## src/rtl/wb_write_port_arbiter.sv

```systemverilog
// Register file write-port arbiter. It merges the in-order pipeline write-back with late
// results queued in a small skid FIFO, and it tracks destinations that are still pending.
module wb_write_port_arbiter #(
  parameter int DATA_W       = 32,
  parameter int ADDR_W       = 5,
  parameter int FIFO_DEPTH   = 2,
  parameter int STARVE_LIMIT = 4
) (
  input  logic                          clk,
  input  logic                          rst_n,
  input  logic                          pipe_wr_en,
  input  logic [ADDR_W-1:0]             pipe_wr_addr,
  input  logic [DATA_W-1:0]             pipe_wr_data,
  input  logic                          late_valid,
  output logic                          late_ready,
  input  logic [ADDR_W-1:0]             late_addr,
  input  logic [DATA_W-1:0]             late_data,
  input  logic                          issue_en,
  input  logic [ADDR_W-1:0]             issue_addr,
  input  logic [ADDR_W-1:0]             rd_addr_1,
  input  logic [ADDR_W-1:0]             rd_addr_2,
  output logic                          rd_busy_1,
  output logic                          rd_busy_2,
  output logic                          stall_req,
  output logic                          reg_write_en,
  output logic [ADDR_W-1:0]             write_addr,
  output logic [DATA_W-1:0]             write_data,
  output logic [$clog2(FIFO_DEPTH):0]   fifo_count
);

  localparam int PTR_W = $clog2(FIFO_DEPTH);
  localparam int CNT_W = PTR_W + 1;
  localparam int AGE_W = $clog2(STARVE_LIMIT + 1);
  localparam int NREG  = 1 << ADDR_W;

  logic [FIFO_DEPTH-1:0][ADDR_W-1:0] fifo_addr_r;
  logic [FIFO_DEPTH-1:0][DATA_W-1:0] fifo_data_r;
  logic [PTR_W-1:0]                  wr_ptr_r;
  logic [PTR_W-1:0]                  rd_ptr_r;
  logic [CNT_W-1:0]                  count_r;
  logic [AGE_W-1:0]                  age_r;
  logic [NREG-1:0]                   pending_r;
  logic                              stall_req_r;
  logic                              reg_write_en_r;
  logic [ADDR_W-1:0]                 write_addr_r;
  logic [DATA_W-1:0]                 write_data_r;

  logic                              push_s;
  logic                              pop_s;
  logic [ADDR_W-1:0]                 head_addr_s;
  logic [DATA_W-1:0]                 head_data_s;
  logic [AGE_W-1:0]                  age_next_s;
  logic [NREG-1:0]                   clr_mask_s;
  logic [NREG-1:0]                   set_mask_s;
  logic [NREG-1:0]                   pending_next_s;

  // Handshake, pop selection, age and scoreboard next-state
  always_comb begin
    late_ready  = rst_n && (count_r < CNT_W'(FIFO_DEPTH));
    push_s      = late_valid && late_ready;
    pop_s       = !pipe_wr_en && (count_r != '0);
    head_addr_s = fifo_addr_r[rd_ptr_r];
    head_data_s = fifo_data_r[rd_ptr_r];
    if (pop_s || (count_r == '0)) begin
      age_next_s = '0;
    end else if (age_r < AGE_W'(STARVE_LIMIT)) begin
      age_next_s = age_r + AGE_W'(1);
    end else begin
      age_next_s = age_r;
    end
    // Set is ORed in after the clear so a same-cycle re-issue keeps the bit pending
    clr_mask_s     = pop_s ? (NREG'(1) << head_addr_s) : '0;
    set_mask_s     = (issue_en && (issue_addr != '0)) ? (NREG'(1) << issue_addr) : '0;
    pending_next_s = (pending_r & ~clr_mask_s) | set_mask_s;
  end

  // FIFO storage, pointers, occupancy, age, scoreboard and registered write port
  always_ff @(posedge clk) begin
    if (!rst_n) begin
      fifo_addr_r    <= '0;
      fifo_data_r    <= '0;
      wr_ptr_r       <= '0;
      rd_ptr_r       <= '0;
      count_r        <= '0;
      age_r          <= '0;
      pending_r      <= '0;
      stall_req_r    <= 1'b0;
      reg_write_en_r <= 1'b0;
      write_addr_r   <= '0;
      write_data_r   <= '0;
    end else begin
      if (push_s) begin
        fifo_addr_r[wr_ptr_r] <= late_addr;
        fifo_data_r[wr_ptr_r] <= late_data;
        wr_ptr_r              <= wr_ptr_r + PTR_W'(1);
      end
      if (pop_s) begin
        rd_ptr_r <= rd_ptr_r + PTR_W'(1);
      end
      count_r     <= count_r + CNT_W'(push_s) - CNT_W'(pop_s);
      age_r       <= age_next_s;
      pending_r   <= pending_next_s;
      stall_req_r <= (age_r == AGE_W'(STARVE_LIMIT)) && !pop_s;
      // Writes to register 0 are consumed but never enabled
      if (pipe_wr_en) begin
        reg_write_en_r <= (pipe_wr_addr != '0);
        write_addr_r   <= pipe_wr_addr;
        write_data_r   <= pipe_wr_data;
      end else if (pop_s) begin
        reg_write_en_r <= (head_addr_s != '0);
        write_addr_r   <= head_addr_s;
        write_data_r   <= head_data_s;
      end else begin
        reg_write_en_r <= 1'b0;
      end
    end
  end

  assign rd_busy_1    = (rd_addr_1 != '0) && pending_r[rd_addr_1];
  assign rd_busy_2    = (rd_addr_2 != '0) && pending_r[rd_addr_2];
  assign stall_req    = stall_req_r;
  assign reg_write_en = reg_write_en_r;
  assign write_addr   = write_addr_r;
  assign write_data   = write_data_r;
  assign fifo_count   = count_r;

endmodule

```

## config.mk

```make
export PLATFORM = sky130hd
export DESIGN_NAME = wb_write_port_arbiter
export DESIGN_NICKNAME = d
export VERILOG_FILES = /design/src/rtl/wb_write_port_arbiter.sv
export SDC_FILE = /design/constraint.sdc
export NUM_CORES = 1
export LEC_CHECK = 0
export ABC_AREA = 1
export CELL_PAD_IN_SITES_DETAIL_PLACEMENT = 0
export CELL_PAD_IN_SITES_GLOBAL_PLACEMENT = 1
export CORE_MARGIN = 2
export CORE_UTILIZATION = 40
export CTS_CLUSTER_SIZE = 30
export DETAILED_ROUTE_END_ITERATION = 6
export GPL_TIMING_DRIVEN = 0
export PLACE_DENSITY_LB_ADDON = 0.1
export SLEW_MARGIN = 20
export SYNTH_ARGS = -nofsm -noshare
export SYNTH_HDL_FRONTEND = slang
export SYNTH_SLANG_ARGS = --single-unit
```

## constraint.sdc

```tcl
create_clock -name clk -period 3.47 [get_ports clk]
set_input_delay 0.8675 -clock clk [delete_from_list [all_inputs] [get_ports clk]]
set_output_delay 0.8675 -clock clk [all_outputs]
set_load 0.01 [all_outputs]
```

==> out/qor.txt <==
CLOCK TREE
---------------------------------------------------------------------------------
TritonCTS Sinks                                                               152
Cts bufs inserted                                                              17
Source-to-sink clock delay at the later pin of the worst-skew pair        0.44 ns
Hold-fix buffers, CTS                                                           0
CTS HTree Levels                                                                4
Clock-pin slew on the worst setup and hold paths                          0.07 ns
Maximum number of buffers from clock root to sink                               2
CTS tree                                                                      yes
Cell chosen for the clock root                                       sky130_fd_sc_hd__clkbuf_16

LOGIC SYNTHESIS
---------------------------------------------------------------------------------
Fraction of synthesized cell area taken by the top area cell type           41.9%
Dominant synthesized flop cell                                       sky130_fd_sc_hd__dfxtp_1
List of most frequent post-synthesis cells                           sky130_fd_sc_hd__nand2_1, sky130_fd_sc_hd__dfxtp_1, sky130_fd_sc_hd__a21oi_1
Number of flops mapped to enable cells by yosys                                 0
Count of cell types in the netlist                                             28
Largest cells by area after synthesis                                sky130_fd_sc_hd__dfxtp_1, sky130_fd_sc_hd__nand2_1, sky130_fd_sc_hd__a21oi_1, sky130_fd_sc_hd__nand3_1, sky130_fd_sc_hd__o21ai_0
Sequential cell area fraction in the yosys report                           41.9%
FF+latch count, synth                                                         152
Library cell with the largest summed area after synthesis            sky130_fd_sc_hd__dfxtp_1
Post-synthesis instance area                                             7260 µm²
Yosys synthesis warning count                                                   0
Post-synthesis async set-or-reset flop share                                   0%
Number of cells produced by synthesis                                       1,059
Count leader, synth                                                  sky130_fd_sc_hd__nand2_1
Post-Synthesis Net Count                                                    1,157
Avg Cell Area, Syn                                                       6.86 µm²

PLACEMENT
---------------------------------------------------------------------------------
GPL Wtd Cong                                                                0.851
PortBufs                                                                      132
Total placed instance area                                               8870 µm²
Half-perimeter wire length of the detailed placement result               18.1 mm

TIMING
---------------------------------------------------------------------------------
Fraction of the cycle the final worst path needs                            96.5%
Relative slew margins                                                       56.0%
Count of final hold-check violations                                            0
Post-route setup TNS                                                         0 ns
Transition time at the pin with the least slew margin                    0.660 ns
Top achievable clock speed                                              0.299 GHz
Clock Skews                                                             0.0128 ns
Final setup viols                                                               0
Max-slew violations                                                             0
Final critical path time including I/O delays and setup                   3.35 ns

GLOBAL ROUTE
---------------------------------------------------------------------------------
Total grt overflow                                                              0
Pin count of the biggest net entering global routing                           17
Vias in the first global route                                              7,238
First-pass GRT wire length                                                38.8 mm
All-layer global routing usage                                              25.5%
Number of antenna violations at the first check in global routing               0

DIE
---------------------------------------------------------------------------------
Standard cell core area                                                17,900 µm²
Chip Width                                                                 139 µm
Standard-cell rows                                                             49
Count of boundary I/O pins                                                    138
Effective utilization at floorplan                                          40.6%
Die ar.                                                                19,200 µm²
Die Y                                                                      139 µm

ROUTING
---------------------------------------------------------------------------------
Total Wirelength                                                          24.7 mm
DRT Pass-1 Iters                                                                5
Drt initial violations                                                        650
Average wire length per cell after detail routing                         17.0 µm
Antenna Violating Nets Remaining                                                0
Drt drc                                                                         0
DR vias                                                                     7,604
Drt via density                                                              5.23

WORST HOLD PATH
---------------------------------------------------------------------------------
Class of the most critical hold timing path                               reg2reg

SETUP PATH
---------------------------------------------------------------------------------
Critical Path End Type                                               primary output
Type of the worst setup path                                               in2out
Crit-path max FO                                                               10
Crit path launch type                                                primary input
Arrival time of the worst setup path                                      2.48 ns
Critical path required time                                               2.60 ns

POWER AND IR DROP
---------------------------------------------------------------------------------
IR Drop Worst-Case VDD                                                     399 µV
Total power density per cell area                                      605 nW/µm²
Leakage power of the design                                               3.75 nW

FINAL LAYOUT
---------------------------------------------------------------------------------
Share of cells above drive strength 1                                       8.57%
Synth-to-Final Area Change                                                  31.1%
Cell area after layout                                                   9510 µm²
Antenna fix cells                                                               0
Final-stage net count                                                       1,310

OUTCOME
---------------------------------------------------------------------------------
Outcome                                                                 completed

FLOW RUN
---------------------------------------------------------------------------------
Max-Cap Viols                                                                   0

area by class of cell:
type                       instances  area [µm²]
buffer                            67         334
tap                              229         287
clock buffer                      17         425
sequential                       152        3040
multi-input combinational        721        3440
timing repair buffer             134        1340
inverter                         119         462
clock inverter                    15         181
fill                            1857        8390
worst max-delay path, cell delays in order:
cell                              delay [ns]
sky130_fd_sc_hd__buf_2                  0.20
sky130_fd_sc_hd__clkinvlp_4             0.17
sky130_fd_sc_hd__buf_2                  0.21
sky130_fd_sc_hd__nand2_1                0.08
sky130_fd_sc_hd__nand3_1                0.07
sky130_fd_sc_hd__nand2_1                0.07
sky130_fd_sc_hd__nand2_1                0.05
sky130_fd_sc_hd__nand2_1                0.06
sky130_fd_sc_hd__inv_1                  0.04
sky130_fd_sc_hd__nand2_1                0.05
sky130_fd_sc_hd__nand2_1                0.04
sky130_fd_sc_hd__nand2_1                0.05
sky130_fd_sc_hd__clkdlybuf4s50_1        0.53
worst paths after layout:
check | start | endpoint | slack (ns) | depth (start not counted)
max | rd_addr_1[0] | rd_busy_1 | 0.12 | 13
min | fifo_data_r[44]$_SDFFE_PN0P_ | fifo_data_r[44]$_SDFFE_PN0P_ | 0.45 | 2
max reg2reg | fifo_count[1]$_SDFF_PN0_ | fifo_count[1]$_SDFF_PN0_ | 1.38 | 9
min reg2reg | fifo_data_r[44]$_SDFFE_PN0P_ | fifo_data_r[44]$_SDFFE_PN0P_ | 0.45 | 2
cells in the final DEF, fill, tap and decap left out, types with 7 or more instances in the layout:
cell type                         count
sky130_fd_sc_hd__o21ai_0             98
sky130_fd_sc_hd__a31oi_1             12
sky130_fd_sc_hd__nand3_1            110
sky130_fd_sc_hd__inv_2                7
sky130_fd_sc_hd__nor2_2               7
sky130_fd_sc_hd__buf_4                8
sky130_fd_sc_hd__buf_2               24
sky130_fd_sc_hd__clkbuf_16           17
sky130_fd_sc_hd__clkbuf_1            31
sky130_fd_sc_hd__nor2_1              82
sky130_fd_sc_hd__clkdlybuf4s50_1    130
sky130_fd_sc_hd__inv_1              106
sky130_fd_sc_hd__o211ai_1            32
sky130_fd_sc_hd__nand2_1            234
sky130_fd_sc_hd__a21oi_1            112
sky130_fd_sc_hd__dfxtp_1            152
where the power goes:
part	internal, mW	switching (mW)	leakage (nW)
logic	0.667	1.09	2.21
registers	1.95	0.120	1.24
clock network	1.09	0.841	0.299
total	3.71	2.05	3.75
logic make-up (layout without fill, tap and decap cells):
group,after synthesis,in the layout,synth area share [%]
AO/OA/AOI/OAI,265,265,19.9
XOR/XNOR,1,1,0.121
adder cells (fa/ha/maj),4,4,0.689
buffers and inverters,186,352,10.8
flip-flops,152,152,41.9
AND/OR/NAND/NOR,451,451,26.5
metal layers:
layer | GRT usage, % | routed length, µm | share of wire (%)
met5 | 0 | 0 | 0
met4 | 7.44 | 384 | 1.6
met3 | 4.73 | 1490 | 6.0
met2 | 42.0 | 11500 | 47
met1 | 34.2 | 11300 | 46
registers in the layout, summed over array words and instances, names as in the netlist:
name          cells
fifo_data_r      64
pending_r        32
wr_ptr_r          1
rd_ptr_r          1
reg_write_en      1
write_data       32
stall_req         1
fifo_count        2
fifo_addr_r      10
age_r             3
write_addr        5
timing repair:
action                                 CTS  global route
buffers inserted                         0             2
setup endpoints to repair                1             2
endpoints found under the hold margin    0             0
pin swaps                                0             0
resized for setup                        1             8
metrics by stage:
| stage | worst slack, ns | power, mW | util [%] | hold slack (ns) | std cells |
|---|---|---|---|---|---|
| floorplan | 0.771 | 3.11 | - | 0.423 | 1059 |
| global placement | -0.0391 | 3.84 | 49.5 | 0.436 | 1420 |
| detailed placement | -0.0260 | 3.85 | 49.5 | 0.444 | 1420 |
| CTS | 0.0358 | 5.77 | 52.9 | 0.454 | 1452 |
| global route | -0.0150 | 6.03 | 53.1 | 0.471 | 1454 |
| finish | 0.123 | 5.76 | 53.1 | 0.453 | 1454 |
Power figures use the tool's default switching activity.
